[config.mk]
export PLATFORM = sky130hd
export DESIGN_NAME = edge_sequencer
export DESIGN_NICKNAME = d
export VERILOG_FILES = /design/src/rtl/edge_sequencer.sv
export SDC_FILE = /design/constraint.sdc
export NUM_CORES = 1
export LEC_CHECK = 0
export ABC_AREA = 1
export BUFFER_PORTS_ARGS = -buffer_cell sky130_fd_sc_hd__buf_4
export CORE_ASPECT_RATIO = 0.5
export CORE_MARGIN = 3
export CORE_UTILIZATION = 51
export CTS_BUF_LIST = sky130_fd_sc_hd__clkbuf_8
export CTS_CLUSTER_SIZE = 14
export DETAILED_ROUTE_END_ITERATION = 16
export PLACE_DENSITY = 0.84
export SETUP_SLACK_MARGIN = 0.05
export SYNTH_ARGS = -nofsm -noshare
export SYNTH_HDL_FRONTEND = slang
export SYNTH_SLANG_ARGS = --single-unit
export TNS_END_PERCENT = 50
[constraint.sdc]
create_clock -name clk -period 10.79 [get_ports clk]
set_input_delay 0.5395 -clock clk [delete_from_list [all_inputs] [get_ports clk]]
set_output_delay 0.5395 -clock clk [all_outputs]
set_load 0.02 [all_outputs]
[src/rtl/edge_sequencer.sv]
// Walks the edge table each frame and issues one draw_line job per edge, forwarding pixels to a valid/ready sink.
// Optional build macro EDGE_SEQ_SKIP_DEGEN_EN skips edges whose two endpoints are the same vertex.
module edge_sequencer #(
    parameter int XY_BITW   = 16,
    parameter int NUM_VERT  = 8,
    parameter int VIDX_BITW = 3,
    parameter int NUM_EDGE  = 12,
    parameter int EIDX_BITW = 4
) (
    input  logic                 clk,
    input  logic                 rst,
    input  logic                 vert_we,
    input  logic [VIDX_BITW-1:0] vert_addr,
    input  logic [XY_BITW-1:0]   vert_x,
    input  logic [XY_BITW-1:0]   vert_y,
    input  logic                 edge_we,
    input  logic [EIDX_BITW-1:0] edge_addr,
    input  logic [VIDX_BITW-1:0] edge_a,
    input  logic [VIDX_BITW-1:0] edge_b,
    input  logic [EIDX_BITW-1:0] edge_count,
    input  logic                 frame_start,
    output logic                 busy,
    output logic                 frame_done,
    output logic [EIDX_BITW-1:0] cur_edge,
    output logic                 dl_start,
    output logic                 dl_oe,
    output logic [XY_BITW-1:0]   dl_x0,
    output logic [XY_BITW-1:0]   dl_y0,
    output logic [XY_BITW-1:0]   dl_x1,
    output logic [XY_BITW-1:0]   dl_y1,
    input  logic [XY_BITW-1:0]   dl_x,
    input  logic [XY_BITW-1:0]   dl_y,
    input  logic                 dl_drawing,
    input  logic                 dl_done,
    output logic                 pix_valid,
    input  logic                 pix_ready,
    output logic [XY_BITW-1:0]   pix_x,
    output logic [XY_BITW-1:0]   pix_y
);

    typedef enum logic [2:0] {
        S_IDLE, S_FETCH, S_LOAD, S_START, S_WAIT, S_NEXT, S_DONE
    } state_t;

    localparam logic [EIDX_BITW-1:0] EDGE_MAX = EIDX_BITW'(NUM_EDGE);
    localparam logic [EIDX_BITW-1:0] ONE      = EIDX_BITW'(1);

    state_t state, state_nxt;

    logic [XY_BITW-1:0]   vx_tab [NUM_VERT];
    logic [XY_BITW-1:0]   vy_tab [NUM_VERT];
    logic [VIDX_BITW-1:0] ea_tab [NUM_EDGE];
    logic [VIDX_BITW-1:0] eb_tab [NUM_EDGE];

    logic [VIDX_BITW-1:0] ea_r, eb_r;
    logic [VIDX_BITW-1:0] va_idx, vb_idx;
    logic [EIDX_BITW-1:0] count_r;
    logic [EIDX_BITW-1:0] count_in;
    logic                 last_edge;
    logic                 skip;

    assign count_in  = (edge_count > EDGE_MAX) ? EDGE_MAX : edge_count;
    assign last_edge = (cur_edge == count_r - ONE);
    // Indices beyond the populated vertex range fall back to vertex 0.
    assign va_idx    = (32'(ea_r) < NUM_VERT) ? ea_r : '0;
    assign vb_idx    = (32'(eb_r) < NUM_VERT) ? eb_r : '0;

`ifdef EDGE_SEQ_SKIP_DEGEN_EN
    assign skip = (ea_r == eb_r);
`else
    assign skip = 1'b0;
`endif

    assign pix_valid = dl_drawing;
    assign pix_x     = dl_x;
    assign pix_y     = dl_y;

    always_ff @(posedge clk or posedge rst) begin
        if (rst) state <= S_IDLE;
        else     state <= state_nxt;
    end

    always_comb begin
        state_nxt  = state;
        busy       = (state != S_IDLE);
        dl_start   = 1'b0;
        dl_oe      = 1'b0;
        frame_done = 1'b0;
        case (state)
            S_IDLE:  if (frame_start) state_nxt = (count_in != '0) ? S_FETCH : S_DONE;
            S_FETCH: state_nxt = S_LOAD;
            S_LOAD:  state_nxt = skip ? S_NEXT : S_START;
            S_START: begin
                dl_start  = 1'b1;
                state_nxt = S_WAIT;
            end
            S_WAIT: begin
                dl_oe = pix_ready;
                if (dl_done) state_nxt = S_NEXT;
            end
            S_NEXT:  state_nxt = last_edge ? S_DONE : S_FETCH;
            S_DONE: begin
                frame_done = 1'b1;
                state_nxt  = S_IDLE;
            end
            default: state_nxt = S_IDLE;
        endcase
    end

    // Tables are frozen while a frame is in flight so every edge sees one consistent snapshot.
    always_ff @(posedge clk or posedge rst) begin
        if (rst) begin
            for (int i = 0; i < NUM_VERT; i++) begin
                vx_tab[i] <= '0;
                vy_tab[i] <= '0;
            end
            for (int i = 0; i < NUM_EDGE; i++) begin
                ea_tab[i] <= '0;
                eb_tab[i] <= '0;
            end
        end else if (state == S_IDLE) begin
            if (vert_we && (32'(vert_addr) < NUM_VERT)) begin
                vx_tab[vert_addr] <= vert_x;
                vy_tab[vert_addr] <= vert_y;
            end
            if (edge_we && (edge_addr < EDGE_MAX)) begin
                ea_tab[edge_addr] <= edge_a;
                eb_tab[edge_addr] <= edge_b;
            end
        end
    end

    always_ff @(posedge clk or posedge rst) begin
        if (rst) begin
            cur_edge <= '0;
            count_r  <= '0;
            ea_r     <= '0;
            eb_r     <= '0;
            dl_x0    <= '0;
            dl_y0    <= '0;
            dl_x1    <= '0;
            dl_y1    <= '0;
        end else begin
            case (state)
                S_IDLE: if (frame_start) begin
                    count_r  <= count_in;
                    cur_edge <= '0;
                end
                S_FETCH: begin
                    ea_r <= ea_tab[cur_edge];
                    eb_r <= eb_tab[cur_edge];
                end
                S_LOAD: if (!skip) begin
                    dl_x0 <= vx_tab[va_idx];
                    dl_y0 <= vy_tab[va_idx];
                    dl_x1 <= vx_tab[vb_idx];
                    dl_y1 <= vy_tab[vb_idx];
                end
                S_NEXT: if (!last_edge) cur_edge <= cur_edge + ONE;
                default: ;
            endcase
        end
    end

endmodule

==> results of run 1 <==
-- cell families after synthesis --
group	after synthesis	share of synthesized area
adder cells (fa/ha/maj)	2	0.00120
flip-flops	409	0.491
AO/OA/AOI/OAI	923	0.224
buffers and inverters	606	0.118
XOR/XNOR	5	0.00210
AND/OR/NAND/NOR	786	0.164
-- worst max-delay path by stage --
stage	start	end	slack [ns]	depth (start not counted)
finish	eb_r[0]	dl_x1[7]	7.89	7
global route	eb_r[0]	dl_y1[3]	7.68	7
CTS	eb_r[0]	dl_x1[7]	7.94	7
detailed placement	rst	eb_r[0]	7.57	4
global placement	rst	eb_r[0]	7.64	4
floorplan	rst	count_r[0]	4.74	1
-- layer usage --
layer / vias up / GRT usage / share of wire
met5: - / 0 / 0
met1: 8782 / 0.359 / 0.40
met4: 0 / 0.112 / 0.037
met3: 203 / 0.0483 / 0.10
li1: 8795 / - / -
met2: 1037 / 0.429 / 0.46
-- power by group --
group	switching (uW)	total [uW]	leakage, uW	internal (uW)
Clock	619	1290	0.000708	670
Sequential	442	2750	0.00482	2300
Combinational	2120	3160	0.00510	1040
Total	3180	7200	0.0106	4020
-- layout by cell type (no fill, tap or decap), types with 2 or more instances in the layout --
cell type,count
xor2_1,3
clkinv_2,9
o21ai_1,54
ha_1,2
nor4_1,5
clkbuf_8,75
o211ai_1,8
dfrtp_2,2
nand4_1,2
dfrtp_1,405
dfrtp_4,2
nor4_4,8
o22ai_1,2
a21oi_1,305
bufinv_16,2
diode_2,2
inv_1,358
nand2_2,2
inv_2,5
nor3_1,6
xnor2_1,2
a21boi_0,6
o21ai_0,547
nor2_1,45
nand2_1,495
nand3_1,219
buf_4,163
-- stage by stage --
stage	cells	utilization	total power [uW]	instance area [sq um]	hold slack (ns)
4_1_cts	3270	0.576	7140	22800	0.123
3_5_place_dp	3165	0.545	5840	21600	0.467
3_3_place_gp	3165	0.545	5690	21600	0.461
5_1_grt	3272	0.576	7750	22800	0.143
2_1_floorplan	2731	-	4890	20800	0.448
6_report	3272	0.576	7200	22800	0.122
-- flip-flops by register name (all words and copies together) (netlist names) --
| register | flops |
|---|---|
| count_r | 4 |
| cur_edge | 4 |
| dl_x0 | 16 |
| dl_x1 | 16 |
| dl_y0 | 16 |
| dl_y1 | 16 |
| ea_r | 3 |
| ea_tab | 36 |
| eb_r | 3 |
| eb_tab | 36 |
| state | 3 |
| vx_tab | 128 |
| vy_tab | 128 |
-- synthesized netlist by cell type, types with 2 or more instances --
master and instances:
nand2_1 495, nand4_1 2, xor2_1 3, nand2_2 2
buf_2 41, a21oi_1 305, clkbuf_1 157, a21boi_0 6
o211ai_1 8, inv_2 3, o21ai_1 54, dfrtp_1 409
ha_1 2, nor4_4 8, nor4_1 5, inv_1 343
nor2_1 45, o21ai_0 547, nand3_1 219, xnor2_1 2
buf_4 37, buf_1 24, o22ai_1 2, nor3_1 7
-- final cells by class --
class                   instances  area share
clock inverters                30     0.00817
inverters                     347      0.0574
well taps                     530      0.0291
clock buffers                  75      0.0453
diodes                          2    0.000219
flip-flops and latches        409       0.449
multi-input cells            1716       0.357
repair buffers                163      0.0536
-- worst register-to-register path, delay by kind of cell, from the launching register on --
kind	cells	cell delay, ns
flops	1	0.78
buf+inv	2	1.33
simple gates	3	0.32
compound gates	2	0.37
==> impl_metrics.ini, run 1 <==
[setup_path]
r2r-end = dl_x1[7]
reg2reg_slack_ns = 7.89
crit_chain = clkinv_2, buf_4, a21oi_1, o21ai_0, nand3_1, nand3_1, nand2_1
crit_family = buffers and inverters
crit_path_start_kind = flop
ff2ff_path_depth = 7
crit_required_ns = 11.35
cp_slowest_cell = dfrtp_4
r2r-start = eb_r[0]
cp.arrival_ns = 3.46
end_kind = flop
cp_max_fo = 82
crit_type = flop to flop
path_common_cell = nand3_1
critPathBufInv = 2
max_stage_delay_ns = 0.78

[synthesis]
syn-cell-area_sq_um = 20800
synth_area_leaders = dfrtp_1 49%, o21ai_0 13%, nand2_1 8.9%
async_reset_ff_frac = 1.00
synth_cells = 2731
yosysTopAreaCell = dfrtp_1
ys_ff_latch = 409
ys.flop_type = dfrtp_1
synth_top_area_frac = 0.491
synth_edf_count = 0
synth-seq-area-share = 0.491
ys_types = 29
yosysWarnings = 0
avgSynthCellArea_sq_um = 7.63
synth_nets = 2822

[grt]
grt-ovfl-total = 0
grt_pass1_vias = 18300
grt_first_pass_wirelength_mm = 94.1
grt_usage = 0.266
grt_max_degree = 99
antenna_found_initial = 2

[floorplanning]
row_count = 51
die_w_um = 292
io_pins = 194
fp.coreArea_sq_um = 39600
dieArea_sq_um = 43500
dieHeight_um = 149
start_util = 0.526

[route]
wl_per_cell_um = 17.9
firstDrtPassIters = 7
drt_iter0_drc = 2571
finalWirelength_mm = 58.6
vias_per_cell = 5.75
post-route-drc-count = 0
via_count = 18800
ant_nets = 0

[clocking]
tritoncts = yes
post_cts_resized = 0
clk-insertion-delay-late_ns = 0.66
cts_hold_buf = 0
numCtsBuffers = 58
post_cts_buffers = 0
htreeDepth = 2
clockBufferDepth = 3
clock_sinks = 409
clkTransAtPathRegs_ns = 0.07
root_buffer = clkbuf_8

[cells_and_area]
area_growth_pct = 9.45
drive_gt1_frac = 0.100
multiInputGateArea_sq_um = 8150
seqCellArea_sq_um = 10200
nets = 2786
n_fill_cell = 3396

[timing]
setup_slack_ns = 7.89
setup_tns_ns = 0
hold_violations = 0
setup_violations = 0
rsz0062_at_grt = false
fmax_mhz = 344
relSlewSlack = 0.184
period_share = 0.269
drv_slew = 0
tightest_slew_ns = 1.21
min_period_ns = 2.90
finalClockSkew_ns = 0.0427

[place]
port_buffers = 127
routabilityCongestion = 0.837
dp_slack_ns = 7.57
hpwl_mm = 33.2

[power]
p_per_area_nw_per_um2 = 315
ir_worst_vdd_v = 0.000221
p_leak_uw = 0.0106

[min_path]
hold_class = input pin to async pin

[job]
maxCapViolCount = 0

[outcome]
status = complete, no violations
Note: power is estimated with default switching activity, not from simulation.
==> run 2: changes to the inputs <==
--- a/config.mk
+++ b/config.mk
@@ -13,7 +13,7 @@
 export CTS_BUF_LIST = sky130_fd_sc_hd__clkbuf_8
 export CTS_CLUSTER_SIZE = 14
 export DETAILED_ROUTE_END_ITERATION = 16
-export PLACE_DENSITY = 0.84
+export PLACE_DENSITY = 0.81
 export SETUP_SLACK_MARGIN = 0.05
 export SYNTH_ARGS = -nofsm -noshare
 export SYNTH_HDL_FRONTEND = slang
==> constraint.sdc (replaced) <==
create_clock -name clk -period 2.8 [get_ports clk]
set_input_delay 0.14 -clock clk [delete_from_list [all_inputs] [get_ports clk]]
set_output_delay 0.14 -clock clk [all_outputs]
set_load 0.02 [all_outputs]
==> run 2 against run 1 <==
Setup slack got worse by 7.7 ns. Design area increased by 4.2%. Critical path depth increased by 3.
==> impl_metrics.ini, run 2 (synthesis results as in run 1) <==
[floorplanning]
dieArea_sq_um = 43500
row_count = 51
io_pins = 194
fp.coreArea_sq_um = 39600
die_w_um = 292
dieHeight_um = 149
start_util = 0.526

[clocking]
tritoncts = yes
clk-insertion-delay-late_ns = 0.64
clock_sinks = 409
clockBufferDepth = 3
clkTransAtPathRegs_ns = 0.06
numCtsBuffers = 57
root_buffer = clkbuf_8
htreeDepth = 2

[setup_path]
ff2ff_path_depth = 10
max_stage_delay_ns = 0.58
crit_chain = nor2_4, nand2_2, inv_4, nand2_4, nor4_2, buf_4, nand2_1, dlygate4sd3_1, o21ai_0, dlygate4sd3_1
cp_max_fo = 10
critPathCapture = eb_tab[23]
crit_path_start_kind = flop
path_common_cell = dlygate4sd3_1
crit_required_ns = 3.36
r2r-start = state[0]
crit_type = flop to flop
r2r-end = eb_tab[23]
critPathLaunch = state[0]
cp.arrival_ns = 3.19
cp_slowest_cell = dlygate4sd3_1
end_kind = flop
reg2reg_slack_ns = 0.17

[timing]
relSlewSlack = 0.374
setup_violations = 0
tightest_slew_ns = 0.939
setup_tns_ns = 0
fmax_mhz = 381
rsz0062_at_grt = false
min_period_ns = 2.63
drv_slew = 0
setup_slack_ns = 0.173
hold_violations = 0
period_share = 0.938
finalClockSkew_ns = 0.0429

[route]
firstDrtPassIters = 7
post-route-drc-count = 0
vias_per_cell = 5.73
finalWirelength_mm = 59.0
wl_per_cell_um = 17.6
ant_nets = 0
drt_iter0_drc = 2345
via_count = 19200

[place]
port_buffers = 127
hpwl_mm = 35.5
dp_slack_ns = 0.721
routabilityCongestion = 0.886

[cells_and_area]
top_regs = vx_tab (128), vy_tab (128)
area_growth_pct = 14.0
n_fill_cell = 3320
layout_commonest_cell = o21ai_0
drive_gt1_frac = 0.106
layout_common_cells = 547 x o21ai_0, 495 x nand2_1, 404 x dfrtp_1
nets = 2871

[outcome]
status = complete, no violations

[grt]
antenna_found_initial = 3
grt_max_degree = 129
grt_usage = 0.270
grt_pass1_vias = 18400
grt_first_pass_wirelength_mm = 95.9
grt-ovfl-total = 0

[power]
power_uw = 27900
p_switching_uw = 12200
power_frac_clock = 0.171
p_seq_frac = 0.374
internal-power_uw = 15700
switching_share = 0.438
p_leak_uw = 0.0110
ir_worst_vdd_v = 0.000785
comb_power_share = 0.455
p_per_area_nw_per_um2 = 1180

[min_path]
hold_class = input pin to flop

[job]
maxCapViolCount = 0
## run 2: final cells by class
| cell class | instances | area, sq um | area share |
|---|---|---|---|
| clock buffers | 74 | 1020 | 0.0429 |
| clock inverters | 25 | 141 | 0.00595 |
| well taps | 530 | 663 | 0.0279 |
| repair buffers | 249 | 2220 | 0.0934 |
| flip-flops and latches | 409 | 10200 | 0.431 |
| diodes | 1 | 2.50 | 0.000105 |
| multi-input cells | 1716 | 8160 | 0.343 |
| inverters | 347 | 1310 | 0.0552 |
## run 2: critical path: cells and delay by family (launching register included)
family,cells,cell delay (ns)
AND/OR/NAND/NOR,5,0.56
flip-flops,1,0.44
AO/OA/AOI/OAI,1,0.09
buffers and inverters,4,1.44
## run 2: repair_timing
action | CTS | global route
setup buffers | 0 | 3
endpoints found under the setup margin | 0 | 2
gates resized for setup | 0 | 4
endpoints found under the hold margin | 351 | 0
hold buffers | 60 | 0
## run 2: worst min path at each step
stage	start	to	slack, ns	cells past startpoint
finish	vert_we	vx_tab[126]	0.09	5
global route	vert_we	vy_tab[112]	0.1	5
CTS	vert_we	vx_tab[126]	0.06	5
detailed placement	rst	dl_x1[7]	0.25	2
global placement	rst	dl_x1[7]	0.23	2
floorplan	edge_count[0]	count_r[0]	0.28	2
## run 2: layer usage
layer,global-route usage,vias to the layer above,share of wire
met2,0.428,1051,0.45
met5,0,-,0.00036
li1,-,8968,-
met3,0.0485,147,0.10
met1,0.381,9042,0.42
met4,0.0873,4,0.026
## run 2: stage by stage
stage,hold slack [ns],std cells,cell area [sq um],util
6_report,0.0890,3351,23800,0.600
3_5_place_dp,0.249,3188,22000,0.554
3_3_place_gp,0.232,3188,22000,0.554
2_1_floorplan,0.280,2731,20800,-
5_1_grt,0.0981,3351,23800,0.600
4_1_cts,0.0591,3347,23700,0.599
## run 2: power groups by stage
stage,clock network [uW],logic [uW],registers (uW)
CTS,4810,12500,10400
finish,4770,12700,10500
detailed placement,0,12300,10500
global placement,0,11900,10400
floorplan,0,8210,10600
global route,5100,14200,10800
